**config.mk**
```make
export PLATFORM = sky130hd
export DESIGN_NAME = aes_ctr_step_fsm_flat
export DESIGN_NICKNAME = d
export VERILOG_FILES = /design/src/rtl/aes_ctr_step_if.sv /design/src/rtl/aes_ctr_step_fsm.sv /design/src/flat_wrapper.sv
export SDC_FILE = /design/constraint.sdc
export NUM_CORES = 1
export LEC_CHECK = 0
export CORE_MARGIN = 8
export CORE_UTILIZATION = 67
export DETAILED_ROUTE_END_ITERATION = 6
export DONT_BUFFER_PORTS = 1
export MAX_ROUTING_LAYER = met4
export PLACE_DENSITY_LB_ADDON = 0.12
export SYNTH_ARGS = -nofsm -noshare
export SYNTH_HDL_FRONTEND = slang
export SYNTH_SLANG_ARGS = --single-unit
```
**constraint.sdc**
```tcl
create_clock -name clk_i -period 8.3 [get_ports clk_i]
set_input_delay 1.245 -clock clk_i [delete_from_list [all_inputs] [get_ports clk_i]]
set_output_delay 1.245 -clock clk_i [all_outputs]
set_load 0.005 [all_outputs]
```
**src/rtl/aes_ctr_step_if.sv**
```systemverilog
// Request/response handshake and counter slice port between the step FSM and its user.
interface aes_ctr_step_if #(
    parameter int SliceSize     = 16,
    parameter int StepWidth     = 8,
    parameter int SliceIdxWidth = 3
);
    logic                     incr;
    logic [StepWidth-1:0]     step;
    logic                     mode;
    logic                     ready;
    logic                     done;
    logic                     ovf;
    logic [SliceIdxWidth-1:0] ctr_slice_idx;
    logic [SliceSize-1:0]     ctr_slice_cur;
    logic [SliceSize-1:0]     ctr_slice_new;
    logic                     ctr_we;

    modport master (
        output incr, step, mode, ctr_slice_cur,
        input  ready, done, ovf, ctr_slice_idx, ctr_slice_new, ctr_we
    );

    modport slave (
        input  incr, step, mode, ctr_slice_cur,
        output ready, done, ovf, ctr_slice_idx, ctr_slice_new, ctr_we
    );
endinterface

```
**src/rtl/aes_ctr_step_fsm.sv**
```systemverilog
// Slice-serial counter increment for AES CTR (full-width wrap) and GCM inc32 (low 32-bit wrap).
module aes_ctr_step_fsm #(
    parameter int  CtrWidth      = 128,
    parameter int  SliceSize     = 16,
    parameter int  StepWidth     = 8,
    localparam int NumSlices     = CtrWidth / SliceSize,
    localparam int Num32         = 32 / SliceSize,
    localparam int SliceIdxWidth = $clog2(NumSlices)
) (
    input  logic             clk_i,
    input  logic             rst_ni,
    aes_ctr_step_if.slave    bus,
    input  logic             incr_err_i,
    input  logic             mr_err_i,
    output logic             alert_o
);
    localparam logic [SliceIdxWidth-1:0] LastFull = SliceIdxWidth'(NumSlices - 1);
    localparam logic [SliceIdxWidth-1:0] Last32   = SliceIdxWidth'(Num32 - 1);

    // Sparse encoding: any single flipped bit lands on an illegal code.
    typedef enum logic [5:0] {
        CTR_IDLE  = 6'b001110,
        CTR_INCR  = 6'b110101,
        CTR_ERROR = 6'b101000
    } ctr_state_e;

    ctr_state_e               state_q, state_d;
    logic [SliceIdxWidth-1:0] slice_idx_q, slice_idx_d;
    logic                     carry_q, carry_d;
    logic [StepWidth-1:0]     step_q, step_d;
    logic                     mode_q, mode_d;
    logic [SliceSize-1:0]     addend;
    logic [SliceSize:0]       sum;
    logic                     last;

    function automatic logic [SliceSize:0] add_slice(input logic [SliceSize-1:0] a,
                                                     input logic [SliceSize-1:0] b);
        return {1'b0, a} + {1'b0, b};
    endfunction

    assign addend = (slice_idx_q == '0) ? SliceSize'(step_q) : SliceSize'(carry_q);
    assign sum    = add_slice(bus.ctr_slice_cur, addend);
    assign last   = mode_q ? (slice_idx_q == Last32) : (slice_idx_q == LastFull);

    assign bus.ctr_slice_idx = slice_idx_q;

    always_comb begin
        state_d           = state_q;
        slice_idx_d       = slice_idx_q;
        carry_d           = carry_q;
        step_d            = step_q;
        mode_d            = mode_q;
        bus.ready         = 1'b0;
        bus.done          = 1'b0;
        bus.ovf           = 1'b0;
        bus.ctr_we        = 1'b0;
        bus.ctr_slice_new = '0;
        alert_o           = 1'b0;

        unique case (state_q)
            CTR_IDLE: begin
                bus.ready = 1'b1;
                if (bus.incr) begin
                    step_d      = bus.step;
                    mode_d      = bus.mode;
                    slice_idx_d = '0;
                    carry_d     = 1'b0;
                    state_d     = CTR_INCR;
                end
            end
            CTR_INCR: begin
                bus.ctr_we        = 1'b1;
                bus.ctr_slice_new = sum[SliceSize-1:0];
                carry_d           = sum[SliceSize];
                slice_idx_d       = slice_idx_q + 1'b1;
                if (last) begin
                    bus.done    = 1'b1;
                    bus.ovf     = sum[SliceSize];
                    slice_idx_d = '0;
                    state_d     = CTR_IDLE;
                end
            end
            CTR_ERROR: begin
                alert_o = 1'b1;
            end
            default: begin
                alert_o = 1'b1;
                state_d = CTR_ERROR;
            end
        endcase

        // Errors override every transition, even the final write cycle.
        if (incr_err_i || mr_err_i) begin
            state_d = CTR_ERROR;
        end
    end

    always_ff @(posedge clk_i or negedge rst_ni) begin
        if (!rst_ni) begin
            state_q     <= CTR_IDLE;
            slice_idx_q <= '0;
            carry_q     <= 1'b0;
            step_q      <= '0;
            mode_q      <= 1'b0;
        end else begin
            state_q     <= state_d;
            slice_idx_q <= slice_idx_d;
            carry_q     <= carry_d;
            step_q      <= step_d;
            mode_q      <= mode_d;
        end
    end
endmodule

```
**src/flat_wrapper.sv**
```systemverilog
// flat-port wrapper written by rule: the top's interface ports become plain ports
module aes_ctr_step_fsm_flat 
#(
    parameter int  CtrWidth      = 128,
    parameter int  SliceSize     = 16,
    parameter int  StepWidth     = 8,
    localparam int NumSlices     = CtrWidth / SliceSize,
    localparam int Num32         = 32 / SliceSize,
    localparam int SliceIdxWidth = $clog2(NumSlices)
)
  (clk_i, rst_ni, incr_err_i, mr_err_i, alert_o, bus_incr, bus_step, bus_mode, bus_ctr_slice_cur, bus_ready, bus_done, bus_ovf, bus_ctr_slice_idx, bus_ctr_slice_new, bus_ctr_we);
  aes_ctr_step_if #(.SliceSize(SliceSize), .StepWidth(StepWidth), .SliceIdxWidth(3)) bus_i ();
  input  logic clk_i;
  input  logic rst_ni;
  input  logic incr_err_i;
  input  logic mr_err_i;
  output logic alert_o;
  input wire logic [$bits(bus_i.incr)-1:0] bus_incr;
  input wire logic [$bits(bus_i.step)-1:0] bus_step;
  input wire logic [$bits(bus_i.mode)-1:0] bus_mode;
  input wire logic [$bits(bus_i.ctr_slice_cur)-1:0] bus_ctr_slice_cur;
  output wire logic [$bits(bus_i.ready)-1:0] bus_ready;
  output wire logic [$bits(bus_i.done)-1:0] bus_done;
  output wire logic [$bits(bus_i.ovf)-1:0] bus_ovf;
  output wire logic [$bits(bus_i.ctr_slice_idx)-1:0] bus_ctr_slice_idx;
  output wire logic [$bits(bus_i.ctr_slice_new)-1:0] bus_ctr_slice_new;
  output wire logic [$bits(bus_i.ctr_we)-1:0] bus_ctr_we;
  assign bus_i.incr = bus_incr;
  assign bus_i.step = bus_step;
  assign bus_i.mode = bus_mode;
  assign bus_i.ctr_slice_cur = bus_ctr_slice_cur;
  assign bus_ready = bus_i.ready;
  assign bus_done = bus_i.done;
  assign bus_ovf = bus_i.ovf;
  assign bus_ctr_slice_idx = bus_i.ctr_slice_idx;
  assign bus_ctr_slice_new = bus_i.ctr_slice_new;
  assign bus_ctr_we = bus_i.ctr_we;
  aes_ctr_step_fsm #(.CtrWidth(CtrWidth), .SliceSize(SliceSize), .StepWidth(StepWidth)) u_core (.clk_i(clk_i), .rst_ni(rst_ni), .bus(bus_i), .incr_err_i(incr_err_i), .mr_err_i(mr_err_i), .alert_o(alert_o));
endmodule
```
==> summary.md, run 1 <==
| Metric | Value |
|---|---|
| Result of the run | `complete, no violations` |
| Total routing resource utilization after global routing | `between 10% and 20%` |
| Residual overflow from global routing | `0` |
| Leakage dissipation | `0.770 nW` |
| Number of DRC violations after detailed-routing iteration 0 | `39` |
| Number of antenna violations at the first check in global routing | `0` |
| Worst endpoint data arrival time | `3280 ps` |
| Layout Area Growth over Synthesis | `3.25%` |
| Post-Layout Inst Area | `1470 µm²` |
| Highest fanout seen on the critical path | `8` |
| Post-DP HPWL | `2670 µm` |
| Final setup fails | `0` |
| Async set-reset flop share out of synthesis | `100%` |
| Relative slew slack | `57.5%` |
| Summed instance area of the synthesized netlist | `1430 µm²` |
| Overall power consumption | `0.142 mW` |
| Proportion of netlist area held by the largest area contributor | `approximately a quarter` |
| Die area | `3860 µm²` |
| Max Fclk | `0.221 GHz` |
| Total of fill cells in the finished design | `~140` |
| Number of buffers added by the clock tree synthesis step | `3` |
| Number of flip-flops and latches in the synthesized netlist | `18` |
| Number of buffers inserted to repair setup after CTS | `0` |
| Via density per instance | `6.12` |
| Largest net degree at the start of global routing | `21` |
| Insertion delay to the later sink of the worst-skew pair | `300 ps` |
| Worst path slowest cell | `sky130_fd_sc_hd__dfrtp_1` |
| Post-synth cell types | `40` |
| Post-cts repair resize count | `0` |
| Final hold violation count | `0` |
| Initial Util | `72.0%` |
| Number of max-cap violations | `0` |
| Level count of the clock H-tree | `1` |
| Diodes inserted | `0` |
| CTS sink count | `18` |
| Site Rows | `16` |
| Number of cells produced by synthesis | `161` |
| Buffers from clock root to sink, at most | `2` |
| Vias in the first global route | `1225` |
| Cell accounting for the most synthesized area | `sky130_fd_sc_hd__dfrtp_1` |
| Quantity of I/O buffers inserted on ports | `0` |
| Power density over cell area | `96.1 nW/µm²` |
| Remaining number of nets flagged by the antenna check after routing | `0` |
| CTS clk-pin slew, worst paths | `90 ps` |
| Slew Viols, Final | `0` |
| Type of destination of the critical path | `primary output` |
| Number of DRC violations after detailed routing | `0` |
| Horizontal die dimension | `around 62 µm` |
| Mapped Avg Cell Area | `8.86 µm²` |
| Placeable core region | `1980 µm²` |
| Pre-antenna DRT Iters | `4` |
| Number of enable flip-flop cells after synthesis | `0` |
| Number of top-level design ports | `54` |
| Final Net Count | `204` |
| Share of final-layout standard cells stronger than drive strength 1 | `6.79%` |
| Critical path launch point type | `register` |
| Worst-Margin Slew | `637 ps` |
| Final core utilization | `74.3%` |
| Hold/Removal Path Class | `reg2reg` |
| Via count | `1157` |
| Net Count, Synth | `202` |
| Setup TNS after final layout | `0 ps` |
| Period Utilization, post-route | `54.5%` |
| Final critical delay including setup and external delays | `4520 ps` |
| Chip height | `around 62 µm` |
| DRT Wirelength | `3220 µm` |
| Biggest cell delay along the critical path | `460 ps` |
| Synth top area cells | `sky130_fd_sc_hd__dfrtp_1 26%, sky130_fd_sc_hd__ha_1 8.8%, sky130_fd_sc_hd__mux2_1 7.1%` |
| Total number of yosys warnings | `0` |
| TritonCTS clock tree | `built` |
| RSZ-0062 raised after global routing | `no` |
| Post-Route Skew | `between 3 and 4 ps` |
| Largest vdd supply drop | `0.000112 V` |
| Root Buffer Master | `sky130_fd_sc_hd__clkbuf_4` |
| First-pass GRT wire length | `5400 µm` |
| Sequential area share after synthesis | `31.8%` |
| Total cell area at the placement stage | `approximately 1400 µm²` |
| Class of the most critical setup path | `reg2out` |
| Crit path buffers/inverters | `2` |
| Sequence of cells on the critical path | `inv_1 -> ha_1 -> nor2b_1 -> mux2_2 -> ha_1 -> inv_1 -> fa_1 -> nand2b_1 -> a21o_1 -> a21oi_2 -> a31oi_1 -> a41o_1` |
| Main flop type after synthesis | `sky130_fd_sc_hd__dfrtp_1` |
| Hold_buf cts | `0` |
| Required time worst endpoint | `7050 ps` |
| Family with the most delay on the worst path | `compound AO/OA/AOI/OAI gates` |
| Final weighted congestion in routability-driven placement | `0.784` |
| Routed length per placed instance | `~17 µm` |
==> kinds of logic after synthesis <==
| family | after synthesis | share of synthesized area, % |
|---|---|---|
| XOR/XNOR | 8 | 4.91 |
| multiplexers | 10 | 7.89 |
| buffers and inverters | 15 | 4.12 |
| flip-flops | 18 | 31.8 |
| adder cells (fa/ha/maj) | 11 | 10.2 |
| AO/OA/AOI/OAI | 39 | 18.5 |
| AND/OR/NAND/NOR | 60 | 22.5 |
==> synth_stat cells, types with 4 or more instances <==
cell type                  number
sky130_fd_sc_hd__nor2_1        16
sky130_fd_sc_hd__dfrtp_1       15
sky130_fd_sc_hd__nand2b_1       5
sky130_fd_sc_hd__o21ai_0        5
sky130_fd_sc_hd__ha_1          10
sky130_fd_sc_hd__a21o_1         6
sky130_fd_sc_hd__a21oi_1        5
sky130_fd_sc_hd__and2_1         8
sky130_fd_sc_hd__xnor2_1        4
sky130_fd_sc_hd__xor2_1         4
sky130_fd_sc_hd__mux2_1         9
sky130_fd_sc_hd__nand3_1        7
sky130_fd_sc_hd__o21ai_1        5
sky130_fd_sc_hd__inv_1         11
sky130_fd_sc_hd__nand2_1       10
==> power by group <==
group | internal, mW | switching (mW)
Sequential | 0.0877 | 0.000000137
Combinational | 0.00404 | 0.00486
Clock | 0.0188 | 0.0262
==> worst paths after layout <==
check,slack [ps],startpoint,cells past startpoint,end
worst max-delay path,3780,u_core.bus.ctr_slice_idx[0],12,bus_ctr_slice_new[14]
worst min register to register,490,u_core.state_q[2],1,u_core.state_q[2]
worst min-delay path,490,u_core.state_q[2],1,u_core.state_q[2]
min in group asynchronous,630,rst_ni,0,u_core.carry_q
worst max register to register,5290,u_core.bus.ctr_slice_idx[0],12,u_core.carry_q
max in group asynchronous,7500,rst_ni,0,u_core.state_q[1]
==> sequential cells by signal, indices dropped and copies added (netlist names) <==
signal and count:
u_core.carry_q 1, u_core.state_q 5, u_core.mode_q 1, u_core.step_q 8, u_core.bus.ctr_slice_idx 3
==> cells in the final DEF, fill, tap and decap left out, types with 3 or more instances in the layout <==
cell type                  count
sky130_fd_sc_hd__dfrtp_1      15
sky130_fd_sc_hd__ha_1         10
sky130_fd_sc_hd__o211ai_1      3
sky130_fd_sc_hd__clkbuf_4      3
sky130_fd_sc_hd__xor2_1        4
sky130_fd_sc_hd__and2_1        8
sky130_fd_sc_hd__a21oi_1       5
sky130_fd_sc_hd__a211oi_1      3
sky130_fd_sc_hd__mux2_1        9
sky130_fd_sc_hd__xnor2_1       4
sky130_fd_sc_hd__o21a_1        3
sky130_fd_sc_hd__nor2_1       16
sky130_fd_sc_hd__nand2_1      10
sky130_fd_sc_hd__nand3_1       7
sky130_fd_sc_hd__o21ai_0       5
sky130_fd_sc_hd__nand2b_1      5
sky130_fd_sc_hd__inv_1        11
sky130_fd_sc_hd__dfstp_2       3
sky130_fd_sc_hd__a21o_1        6
sky130_fd_sc_hd__o21ai_1       5
==> area by class of cell <==
cell class	instances	area [µm²]	area share, %
clock buffer	4	26.3	1.78
inverter	12	45.0	3.06
multi-input combinational	128	913	62.0
sequential	18	454	30.8
tap	27	33.8	2.29
==> stage by stage <==
stage / hold slack [ps] / setup slack [ps] / std cells
after floorplan: 456 / 4340 / 161
after global placement: 467 / 4210 / 185
after detailed placement: 474 / 4090 / 185
after CTS: 491 / 3760 / 189
after global routing: 510 / 3470 / 189
final: 490 / 3780 / 189
==> worst register-to-register path, stage by stage, from the launching register on <==
cell,delay [ps]
sky130_fd_sc_hd__dfrtp_1,460
sky130_fd_sc_hd__inv_1,90
sky130_fd_sc_hd__ha_1,130
sky130_fd_sc_hd__nor2b_1,390
sky130_fd_sc_hd__mux2_2,250
sky130_fd_sc_hd__ha_1,180
sky130_fd_sc_hd__inv_1,70
sky130_fd_sc_hd__fa_1,390
sky130_fd_sc_hd__nand2b_1,180
sky130_fd_sc_hd__a21o_1,200
sky130_fd_sc_hd__a21oi_2,280
sky130_fd_sc_hd__nand3_1,180
sky130_fd_sc_hd__o21ai_1,140
==> routing by layer <==
metal | vias to the layer above | GRT usage, % | share of wire (%)
met1 | 537 | 17.7 | 42
met3 | 7 | 5.38 | 6.5
met2 | 37 | 29.1 | 50
met5 | - | - | 0
li1 | 576 | - | -
met4 | 0 | 7.58 | 2.1
Note: power is estimated with default switching activity, not from simulation.
==> inputs of run 2 (changes only) <==
- CORE_UTILIZATION: 67 -> 56
- clock period: 8.3 -> 3.6 ns (I/O delays scaled with it)
==> summary.md, run 2 (synthesis results as in run 1) <==
| Metric | Value |
|---|---|
| Number of antenna violations at the first check in global routing | `0 (unchanged)` |
| WHS | `88.2 ps (-401 ps)` |
| Result of the run | `complete, no violations` |
| Most frequent standard cell in the layout excluding fill and tap cells | `sky130_fd_sc_hd__nor2_1` |
| Total placed cells including tap cells | `189 (+2.2%)` |
| Type of destination of the critical path | `primary output` |
| Most numerous cell on the critical path | `sky130_fd_sc_hd__inv_1` |
| Power density over cell area | `216 nW/µm² (+130%)` |
| Final critical delay including setup and external delays | `roughly 3500 ps` |
| Initial Util | `58.1% (-14 points)` |
| Final WS setup | `128 ps (-3650 ps)` |
| Leakage dissipation | `0.782 nW (+1.5%)` |
| Number of top-level design ports | `54 (unchanged)` |
| Relative slew slack | `51.7% (-5.7 points)` |
| Die area | `4420 µm² (+14%)` |
| Worst slack after detailed placement | `342 ps (-3750 ps)` |
| Share of final-layout standard cells stronger than drive strength 1 | `10.9% (+4.1 points)` |
| Final Non-Filler Cells | `195 (+3.2%)` |
| Hold/Removal Path Class | `in2async` |
| CTS clk-pin slew, worst paths | `110 ps (+20 ps)` |
| Critical path launch point type | `register` |
| Most frequent cells in the layout | `16 x sky130_fd_sc_hd__nor2_1, 14 x sky130_fd_sc_hd__dfrtp_1, 10 x sky130_fd_sc_hd__inv_1, 10 x sky130_fd_sc_hd__nand2_1` |
| Quantity of I/O buffers inserted on ports | `0 (unchanged)` |
| Routed length per placed instance | `18.1 µm (+6.3%)` |
| Insertion delay to the later sink of the worst-skew pair | `290 ps (about the same)` |
| Final setup fails | `0 (unchanged)` |
| Largest vdd supply drop | `0.000212 V (+89%)` |
| DRT Wirelength | `3530 µm (+9.6%)` |
| Via density per instance | `6.03 (-1.6%)` |
| Chip height | `66.5 µm (+7.0%)` |
| Number of buffers added by the clock tree synthesis step | `3 (unchanged)` |
| Placeable core region | `2450 µm² (+24%)` |
| Horizontal die dimension | `66.5 µm (+7.0%)` |
| Number of DRC violations after detailed-routing iteration 0 | `57 (+46%)` |
| Required time worst endpoint | `3060 ps (-3990 ps)` |
| TritonCTS clock tree | `built` |
| Number of flip-flops in the largest register | `8 (unchanged)` |
| Site Rows | `18 (+2)` |
| Setup TNS after final layout | `0 ps (unchanged)` |
| Worst-Margin Slew | `722 ps (+85.7 ps)` |
| First-pass GRT wire length | `5270 µm (-2.4%)` |
| Diodes inserted | `0 (unchanged)` |
| Buffers from clock root to sink, at most | `2 (unchanged)` |
| Post-DP HPWL | `2770 µm (+3.7%)` |
| Root Buffer Master | `sky130_fd_sc_hd__clkbuf_4` |
| Level count of the clock H-tree | `1 (unchanged)` |
| Total of fill cells in the finished design | `228 (+69%)` |
| Final Net Count | `207 (+1.5%)` |
| Largest net degree at the start of global routing | `21 (unchanged)` |
| Number of DRC violations after detailed routing | `0 (unchanged)` |
| Worst path slowest cell | `sky130_fd_sc_hd__dfrtp_2` |
| Final hold violation count | `0 (unchanged)` |
| Sequence of cells on the critical path | `inv_1 -> ha_1 -> nor2b_1 -> mux2_2 -> ha_2 -> inv_1 -> fa_2 -> nand2b_1 -> a21o_1 -> a21oi_4 -> a31oi_1 -> a41o_1` |
| Final weighted congestion in routability-driven placement | `0.767 (-2.1%)` |
| Highest fanout seen on the critical path | `6 (-2)` |
| Worst endpoint data arrival time | `2930 ps (-350 ps)` |
| Post-Route Skew | `11.6 ps (+8.57 ps)` |
| Max Fclk | `between 0.2 and 0.3 GHz` |
| Layout Area Growth over Synthesis | `7.02%` |
| CTS sink count | `18 (unchanged)` |
| Pre-antenna DRT Iters | `4 (unchanged)` |
| Period Utilization, post-route | `96.4%` |
| Class of the most critical setup path | `reg2out` |
| Via count | `1175 (+1.6%)` |
| Remaining number of nets flagged by the antenna check after routing | `0 (unchanged)` |
| Slew Viols, Final | `0 (unchanged)` |
| Biggest cell delay along the critical path | `440 ps (-20 ps)` |
| Residual overflow from global routing | `0 (unchanged)` |
| Total routing resource utilization after global routing | `15.5% (-1.6 points)` |
| Largest register by flop count | `u_core.step_q` |
| Number of max-cap violations | `0 (unchanged)` |
| Vias in the first global route | `1194 (-2.5%)` |
[run 2: worst paths after layout]
check                                       startpoint                     endpoint  slack [ps]  cells past startpoint
min reg2reg                          u_core.state_q[2]            u_core.state_q[2]         490                      1
max reg2reg                u_core.bus.ctr_slice_idx[0]               u_core.carry_q         950                     12
min in group clk_i                         bus_step[5]             u_core.step_q[5]         370                      1
max in group asynchronous                       rst_ni  u_core.bus.ctr_slice_idx[0]        2420                      1
min                                             rst_ni            u_core.state_q[1]          90                      0
max                        u_core.bus.ctr_slice_idx[0]        bus_ctr_slice_new[14]         130                     12
[run 2: power breakdown]
group          switching [mW]  internal [mW]  total, mW
logic                  0.0153         0.0102     0.0254
clock network          0.0598         0.0430      0.103
registers         0.000000241          0.202      0.202
total                  0.0750          0.255      0.330
[run 2: layout make-up]
type                    instances  area [µm²]  share of cell area (%)
clock buffers                   4        26.3                    1.72
inverters                      12        45.0                    2.95
multi-input cells             128         937                    61.4
flip-flops and latches         18         455                    29.8
well taps                      30        37.5                    2.46
repair buffers                  3        25.0                    1.64
[run 2: worst max-delay path: cells and delay by family (launching register included)]
family                     cells  cell delay, ps
adders and majority gates      3             700
muxes                          1             240
AOI/OAI and AO/OA              4             820
and+or+nand+nor                2             330
buffers and inverters          2             120
DFF                            1             440
[run 2: routing by layer]
layer,track usage [%],up-vias,share of wire (%)
li1,-,575,-
met1,14.9,566,37
met2,30.2,32,57
met3,3.36,2,6.1
met4,4.00,0,0.48
met5,-,-,0
[run 2: what timing repair did]
item,4_1_cts,5_1_grt
endpoints found under the hold margin,15,0
buffers inserted,0,1
resized for setup,0,7
hold buffers,1,0
endpoints found under the setup margin,0,6
[run 2: metrics by stage]
step / power, mW / util [%] / cell area (µm²)
after global routing: 0.348 / 62.2 / 1530
after floorplan: 0.223 / - / 1430
final: 0.330 / 62.2 / 1530
after detailed placement: 0.227 / 59.4 / 1460
after CTS: 0.334 / 60.9 / 1490
after global placement: 0.226 / 59.4 / 1460
